<file path="src/rtl/safe_lock_if.sv">
// Keypad and code-checker handshake bundle for safe_lock_ctrl.
// slave = controller side, master = keypad/checker side.
interface safe_lock_if;
   logic key_val;
   logic key_data;
   logic key_rdy;
   logic ser_val;
   logic ser_data;
   logic chk_val;
   logic chk_ok;
   logic chk_rst;

   modport master (
      output key_val, key_data, chk_val, chk_ok,
      input  key_rdy, ser_val, ser_data, chk_rst
   );

   modport slave (
      input  key_val, key_data, chk_val, chk_ok,
      output key_rdy, ser_val, ser_data, chk_rst
   );
endinterface

</file>
<file path="src/rtl/safe_lock_ctrl.sv">
// Safe lock controller: serialises keypad bits to a code checker,
// handles unlock, timeouts and lockout. Optional alarm: SAFE_LOCK_ALARM_EN.
module safe_lock_ctrl #(
   parameter int CODE_LEN    = 4,
   parameter int MAX_FAIL    = 3,
   parameter int TIMEOUT_CYC = 32,
   parameter int UNLOCK_CYC  = 16,
   parameter int LOCKOUT_CYC = 64
) (
   input  logic       clk,
   input  logic       rst,
   safe_lock_if.slave bus,
   output logic       unlock,
   output logic       locked_out,
`ifdef SAFE_LOCK_ALARM_EN
   output logic       alarm,
`endif
   output logic [2:0] fail_cnt
);

   localparam logic [2:0] S_IDLE    = 3'd0;
   localparam logic [2:0] S_COLLECT = 3'd1;
   localparam logic [2:0] S_WAIT    = 3'd2;
   localparam logic [2:0] S_UNLOCK  = 3'd3;
   localparam logic [2:0] S_LOCK    = 3'd4;

   localparam int BW = $clog2(CODE_LEN + 1);
   localparam int TW = $clog2(TIMEOUT_CYC + 1);
   localparam int HOLD_MAX =
      (UNLOCK_CYC > LOCKOUT_CYC) ? UNLOCK_CYC : LOCKOUT_CYC;
   localparam int CW = $clog2(HOLD_MAX + 1);

   localparam logic [BW-1:0] BIT_ONE  = BW'(1);
   localparam logic [BW-1:0] BIT_LAST = BW'(CODE_LEN);
   localparam logic [TW-1:0] TMO_ONE  = TW'(1);
   localparam logic [TW-1:0] TMO_LAST = TW'(TIMEOUT_CYC - 1);
   localparam logic [CW-1:0] HLD_ONE  = CW'(1);
   localparam logic [CW-1:0] UNL_LAST = CW'(UNLOCK_CYC - 1);
   localparam logic [CW-1:0] LCK_LAST = CW'(LOCKOUT_CYC - 1);
   localparam logic [2:0]    FAIL_LIM = 3'(MAX_FAIL);

   logic [2:0]    state;
   logic [BW-1:0] bit_cnt;
   logic [TW-1:0] tmo_cnt;
   logic [CW-1:0] hold_cnt;
   logic [2:0]    fail_q;
   logic          ser_val_q;
   logic          ser_data_q;
   logic          chk_rst_q;

   logic          key_rdy_w;
   logic          accept;
   logic          in_chk;
   logic          res_hit;
   logic          tmo_hit;
   logic          fail_ev;
   logic [2:0]    fail_nxt;

   // Handshake decode and failure detection; a checker result beats
   // both a coincident key bit and a coincident timeout.
   always_comb begin
      key_rdy_w = !rst && (state == S_IDLE || state == S_COLLECT);
      accept    = bus.key_val && key_rdy_w;
      in_chk    = (state == S_COLLECT) || (state == S_WAIT);
      res_hit   = in_chk && bus.chk_val;
      tmo_hit   = in_chk && !accept && (tmo_cnt == TMO_LAST);
      fail_ev   = res_hit ? !bus.chk_ok : tmo_hit;
      fail_nxt  = fail_q + 3'd1;
   end

   // Main controller FSM with bit, timeout and hold counters.
   always_ff @(posedge clk) begin
      if (rst) begin
         state      <= S_IDLE;
         bit_cnt    <= '0;
         tmo_cnt    <= '0;
         hold_cnt   <= '0;
         fail_q     <= 3'd0;
         ser_val_q  <= 1'b0;
         ser_data_q <= 1'b0;
         chk_rst_q  <= 1'b0;
      end else begin
         ser_val_q  <= accept && !res_hit;
         ser_data_q <= accept && !res_hit && bus.key_data;
         chk_rst_q  <= 1'b0;
         case (state)
            S_IDLE: begin
               if (accept) begin
                  bit_cnt <= BIT_ONE;
                  tmo_cnt <= '0;
                  state   <= (CODE_LEN == 1) ? S_WAIT : S_COLLECT;
               end
            end
            S_COLLECT, S_WAIT: begin
               if (res_hit && bus.chk_ok) begin
                  state    <= S_UNLOCK;
                  fail_q   <= 3'd0;
                  hold_cnt <= '0;
                  bit_cnt  <= '0;
                  tmo_cnt  <= '0;
               end else if (fail_ev) begin
                  chk_rst_q <= !res_hit;
                  fail_q    <= fail_nxt;
                  bit_cnt   <= '0;
                  tmo_cnt   <= '0;
                  hold_cnt  <= '0;
                  state     <= (fail_nxt == FAIL_LIM) ? S_LOCK : S_IDLE;
               end else if (accept) begin
                  bit_cnt <= bit_cnt + BIT_ONE;
                  tmo_cnt <= '0;
                  if (bit_cnt + BIT_ONE == BIT_LAST)
                     state <= S_WAIT;
               end else begin
                  tmo_cnt <= tmo_cnt + TMO_ONE;
               end
            end
            S_UNLOCK: begin
               if (hold_cnt == UNL_LAST) begin
                  hold_cnt <= '0;
                  state    <= S_IDLE;
               end else begin
                  hold_cnt <= hold_cnt + HLD_ONE;
               end
            end
            S_LOCK: begin
               if (hold_cnt == LCK_LAST) begin
                  hold_cnt <= '0;
                  fail_q   <= 3'd0;
                  state    <= S_IDLE;
               end else begin
                  hold_cnt <= hold_cnt + HLD_ONE;
               end
            end
            default: state <= S_IDLE;
         endcase
      end
   end

   // Outputs are forced to their reset values while rst is high.
   always_comb begin
      bus.key_rdy  = key_rdy_w;
      bus.ser_val  = ser_val_q && !rst;
      bus.ser_data = ser_data_q && !rst;
      bus.chk_rst  = rst || chk_rst_q;
      unlock       = !rst && (state == S_UNLOCK);
      locked_out   = !rst && (state == S_LOCK);
      fail_cnt     = rst ? 3'd0 : fail_q;
   end

`ifdef SAFE_LOCK_ALARM_EN
   logic chk_val_q;

   // Remember last chk_val so tamper detection fires on its first cycle.
   always_ff @(posedge clk) begin
      if (rst) chk_val_q <= 1'b0;
      else     chk_val_q <= bus.chk_val;
   end

   // Alarm covers the whole lockout plus a checker pulse while held open.
   always_comb begin
      alarm = !rst && ((state == S_LOCK) ||
              (state == S_UNLOCK && bus.chk_val && !chk_val_q));
   end
`endif

endmodule

</file>
<file path="src/flat_wrapper.sv">
// flat-port wrapper written by rule: the top's interface ports become plain ports
module safe_lock_ctrl_flat 
#(
   parameter int CODE_LEN    = 4,
   parameter int MAX_FAIL    = 3,
   parameter int TIMEOUT_CYC = 32,
   parameter int UNLOCK_CYC  = 16,
   parameter int LOCKOUT_CYC = 64
)
  (clk, rst, unlock, locked_out, fail_cnt, bus_key_val, bus_key_data, bus_chk_val, bus_chk_ok, bus_key_rdy, bus_ser_val, bus_ser_data, bus_chk_rst);
  safe_lock_if bus_i ();
  input  logic clk;
  input  logic rst;
  output logic unlock;
  output logic locked_out;
  output logic [2:0] fail_cnt;
  input wire logic [$bits(bus_i.key_val)-1:0] bus_key_val;
  input wire logic [$bits(bus_i.key_data)-1:0] bus_key_data;
  input wire logic [$bits(bus_i.chk_val)-1:0] bus_chk_val;
  input wire logic [$bits(bus_i.chk_ok)-1:0] bus_chk_ok;
  output wire logic [$bits(bus_i.key_rdy)-1:0] bus_key_rdy;
  output wire logic [$bits(bus_i.ser_val)-1:0] bus_ser_val;
  output wire logic [$bits(bus_i.ser_data)-1:0] bus_ser_data;
  output wire logic [$bits(bus_i.chk_rst)-1:0] bus_chk_rst;
  assign bus_i.key_val = bus_key_val;
  assign bus_i.key_data = bus_key_data;
  assign bus_i.chk_val = bus_chk_val;
  assign bus_i.chk_ok = bus_chk_ok;
  assign bus_key_rdy = bus_i.key_rdy;
  assign bus_ser_val = bus_i.ser_val;
  assign bus_ser_data = bus_i.ser_data;
  assign bus_chk_rst = bus_i.chk_rst;
  safe_lock_ctrl #(.CODE_LEN(CODE_LEN), .MAX_FAIL(MAX_FAIL), .TIMEOUT_CYC(TIMEOUT_CYC), .UNLOCK_CYC(UNLOCK_CYC), .LOCKOUT_CYC(LOCKOUT_CYC)) u_core (.clk(clk), .rst(rst), .bus(bus_i), .unlock(unlock), .locked_out(locked_out), .fail_cnt(fail_cnt));
endmodule
</file>
<file path="config.mk">
export PLATFORM = sky130hd
export DESIGN_NAME = safe_lock_ctrl_flat
export DESIGN_NICKNAME = d
export VERILOG_FILES = /design/src/rtl/safe_lock_if.sv /design/src/rtl/safe_lock_ctrl.sv /design/src/flat_wrapper.sv
export SDC_FILE = /design/constraint.sdc
export NUM_CORES = 1
export LEC_CHECK = 0
export ABC_AREA = 1
export CORE_MARGIN = 5
export CORE_UTILIZATION = 55
export DETAILED_ROUTE_END_ITERATION = 6
export PLACE_DENSITY = 0.9
export SLEW_MARGIN = 10
export SYNTH_ARGS = -nofsm -noshare
export SYNTH_HDL_FRONTEND = slang
export SYNTH_SLANG_ARGS = --single-unit
</file>
<file path="constraint.sdc">
create_clock -name clk -period 1.95 [get_ports clk]
set_input_delay 0.39 -clock clk [delete_from_list [all_inputs] [get_ports clk]]
set_output_delay 0.39 -clock clk [all_outputs]
set_load 0.01 [all_outputs]
</file>
==> run_results.csv <==
group,metric,value,unit
finish,layout-area-overhead-vs-synth,20.6,%
sta,finalClockSkew,0.0123,ns
min_path,hold_depth,2,
power_and_ir_drop,p_int,0.00106,W
setup_path,worstSetupPathType,"register to output port",
clock_network,cts_sinks,25,
floorplanning,die_area,0.00376,sq mm
finish,n_antenna_cell,0,
finish,fillers,208,
placement,io_buffers,14,
global_routing,grt_pass1_vias,1179,
sta,worst_slew_pin_slew,0.334,ns
synth,syn_nets,217,
clock_network,cts_tree,"yes",
setup_path,cp-start-kind,"register",
floorplanning,die_w,61.3,um
synth,yosys_warnings,0,
setup_path,r2r_start,"u_core.hold_cnt[0]",
sta,holdWs,0.474,ns
power_and_ir_drop,p_switching,0.000798,W
synth,synth-compound-area-share,10.9,%
floorplanning,dieHeight,61.3,um
finish,final_nets,244,
clock_network,clk_pin_slew_worst_paths,0.14,ns
global_routing,grt_usage,17.3,%
clock_network,numCtsBuffers,3,
synth,synthAdderAreaFrac,5.19,%
synth,synth.distinct_cells,29,
setup_path,r2r_end,"u_core.state[0]",
sta,setup_ws,-0.0287,ns
floorplanning,coreArea,0.00250,sq mm
routing,remaining_drc_errors,0,
floorplanning,start_util,57.9,%
global_routing,grt_max_degree,15,
synth,synth-seq-area-share,34.6,%
setup_path,arrival,1.59,ns
setup_path,crit_path_end_kind,"output port",
setup_path,cp.depth,4,
synth,synth_xor_area_share,3.63,%
synth,synth_top_family_by_area,"simple AND/OR/NAND/NOR gates",
sta,finalCriticalPeriod,1.98,ns
setup_path,cp_max_fo,4,
clock_network,cts_root_buf,"clkbuf_4",
setup_path,critical-path-top-delay-family,"buffers and inverters",
global_routing,antenna_found_initial,0,
power_and_ir_drop,pwr-share-comb,49.9,%
setup_path,path_cells,"nor2_4 -> nand2_1 -> nor2_1 -> clkdlybuf4s50_1",
min_path,hold_path_end,"u_core.hold_cnt[6]",
synth,ys_seq_elements,25,
synth,synthSimpleGateAreaFrac,36.8,%
power_and_ir_drop,p_leak,0.807,nW
sta,hold_viol_final,0,
power_and_ir_drop,power_frac_seq,37.5,%
power_and_ir_drop,ir_worst_vdd,0.976,mV
clock_network,clockBufferDepth,2,
sta,fin_crit_sh,101,%
finish,drive_above_1_share,19.5,%
sta,final_max_slew_viol_count,0,
placement,hpwl,2190,um
clock_network,cts_max_level,1,
power_and_ir_drop,switching_share,42.8,%
setup_path,critPathBufInv,1,
setup_path,crit_required,1.56,ns
sta,grt_setup_unrepaired,"true",
power_and_ir_drop,pwr-share-clk,12.6,%
global_routing,grt-ovfl-total,0,
global_routing,grt_pass1_wl,5000,um
routing,avgViaCountPerCell,5.04,
routing,dr.pass1.iters,5,
sta,slew_headroom,77.6,%
setup_path,reg2reg_setup_slack,0.32,ns
floorplanning,rows,18,
floorplanning,ios,15,
sta,finalSetupViolCount,1,
setup_path,reg2reg_depth,8,
synth,synthCells,205,
synth,syn_area,0.00145,sq mm
routing,post_drt_wl_per_cell,11.2,um
finish,multi_input_area,828,sq um
run_status,violations,"setup timing",
finish,final-seq-area,507,sq um
power_and_ir_drop,total_power,0.00186,W
routing,routed-via-count,1315,
synth,avgSynthCellArea,7.06,sq um
setup_path,slowest_delay,0.53,ns
power_and_ir_drop,powerDensity,1070,mW/mm^2
setup_path,cpMaxStageDelayCell,"clkdlybuf4s50_1",
sta,fmax,505,MHz
min_path,hp-class,"register to register",
clock_network,clk_latency,0.33,ns
run_status,status,"finished with violations",
routing,drtAntennaViolNets,0,
synth,synthMuxAreaShare,0,%
placement,gp_congestion,0.861,
flow_run,cap_violations,0,
routing,drt_wl_total,2910,um
routing,drt_iter0_markers,58,
min_path,worstHoldStart,"u_core.hold_cnt[6]",
cells in the final DEF (no fill, tap or decap), types with 2 or more instances in the layout:
master | Yosys | routed
or2_2 | 3 | 3
nor2_4 | 1 | 3
dlymetal6s2s_1 | 0 | 2
a21oi_1 | 12 | 12
nand2_2 | 4 | 4
nand3_1 | 9 | 9
nand2_1 | 32 | 32
o21ai_0 | 11 | 11
nand2_4 | 2 | 2
dfxtp_2 | 0 | 2
o21ai_2 | 3 | 3
buf_4 | 0 | 9
inv_2 | 4 | 4
xor2_1 | 4 | 4
dfxtp_1 | 25 | 22
nand3_2 | 3 | 3
nor2_1 | 40 | 40
ha_1 | 6 | 6
xnor2_1 | 2 | 2
nand4_1 | 4 | 4
clkdlybuf4s50_1 | 0 | 11
inv_1 | 24 | 24
clkbuf_4 | 0 | 3
nor3_1 | 4 | 4
layer usage:
layer | track usage (%) | up-vias | routed length (um)
met5 | 0 | - | 0
met4 | 2.79 | 0 | 23
li1 | - | 702 | -
met1 | 21.5 | 585 | 1290
met3 | 4.40 | 4 | 133
met2 | 30.5 | 24 | 1470
cells in the mapped netlist:
cell | n | area (sq um)
a21oi_2 | 1 | 8.76
nand3_1 | 9 | 45.0
xnor2_1 | 2 | 17.5
ha_1 | 6 | 75.1
or2_1 | 1 | 6.26
inv_2 | 4 | 15.0
nor2_2 | 3 | 18.8
o211ai_1 | 1 | 7.51
or2_2 | 3 | 18.8
inv_6 | 1 | 8.76
nor2_4 | 1 | 11.3
nor3b_2 | 1 | 12.5
a21oi_1 | 12 | 60.1
nand2_2 | 4 | 25.0
inv_1 | 24 | 90.1
o21ai_0 | 11 | 55.1
nand4_1 | 4 | 25.0
nor3_2 | 1 | 10.0
o21ai_2 | 3 | 26.3
nand3_4 | 1 | 17.5
nor3_1 | 4 | 20.0
buf_6 | 1 | 11.3
xor2_1 | 4 | 35.0
nand3_2 | 3 | 30.0
clkbuf_1 | 1 | 3.75
nor2_1 | 40 | 150
nand2_4 | 2 | 22.5
nand2_1 | 32 | 120
dfxtp_1 | 25 | 500
logic make-up (layout without fill, tap and decap cells):
logic type               Yosys count  in the layout
AND/OR/NAND/NOR                  109            109
adder cells (fa/ha/maj)            6              6
XOR/XNOR                           6              6
flip-flops                        25             25
buffers and inverters             31             57
AO/OA/AOI/OAI                     28             28
flip-flops by register name (all words and copies together), names as in the netlist:
register	flops
u_core.chk_rst_q	1
u_core.hold_cnt	7
u_core.ser_val_q	1
u_core.tmo_cnt	6
u_core.bit_cnt	3
u_core.fail_q	3
u_core.ser_data_q	1
u_core.state	3
layout make-up:
class / count / area share [%]
Multi-Input combinational cell: 149 / 47.5
Sequential cell: 25 / 29.0
Timing Repair Buffer: 24 / 13.3
Inverter: 29 / 6.52
Tap cell: 30 / 2.15
Clock buffer: 3 / 1.29
Clock inverter: 1 / 0.287
power groups by stage:
stage,combinational (W),sequential (W),clock [W]
floorplan,0.000680,0.000676,0
global placement,0.000894,0.000690,0
detailed placement,0.000905,0.000696,0
CTS,0.000916,0.000688,0.000242
global route,0.00105,0.000711,0.000258
finish,0.000929,0.000698,0.000235
how the worst max path moves through the flow:
stage	start	end	slack, ns
after detailed placement	rst	bus_ser_val	-0.20
after floorplan	u_core.hold_cnt[0]	u_core.state[0]	0.56
after global placement	rst	bus_ser_val	-0.17
final	u_core.state[0]	locked_out	-0.03
after global routing	u_core.state[0]	locked_out	-0.12
after CTS	u_core.state[0]	locked_out	-0.13
worst min-delay path, cell delays in order (launching register included):
cell and delay [ns]:
dfxtp_1 0.34, nand2_1 0.06, a21oi_1 0.05
metrics by stage:
stage	setup TNS (ns)	worst slack [ns]	util, %	cell area, sq um	std cells
2_1_floorplan	0	0.556	-	1450	205
3_3_place_gp	-1.86	-0.167	67.6	1690	256
3_5_place_dp	-2.35	-0.195	67.6	1690	256
4_1_cts	-0.257	-0.133	68.8	1720	260
5_1_grt	-0.118	-0.118	69.8	1750	261
6_report	-0.0287	-0.0287	69.8	1750	261
what timing repair did:
item	4_1_cts	5_1_grt
endpoints found under the hold margin	0	0
gates resized for setup	3	6
setup endpoints to repair	9	4
pin swaps	0	0
hold buffers	0	0
buffers inserted	0	1
No activity file was read; power rests on OpenSTA's default activity.
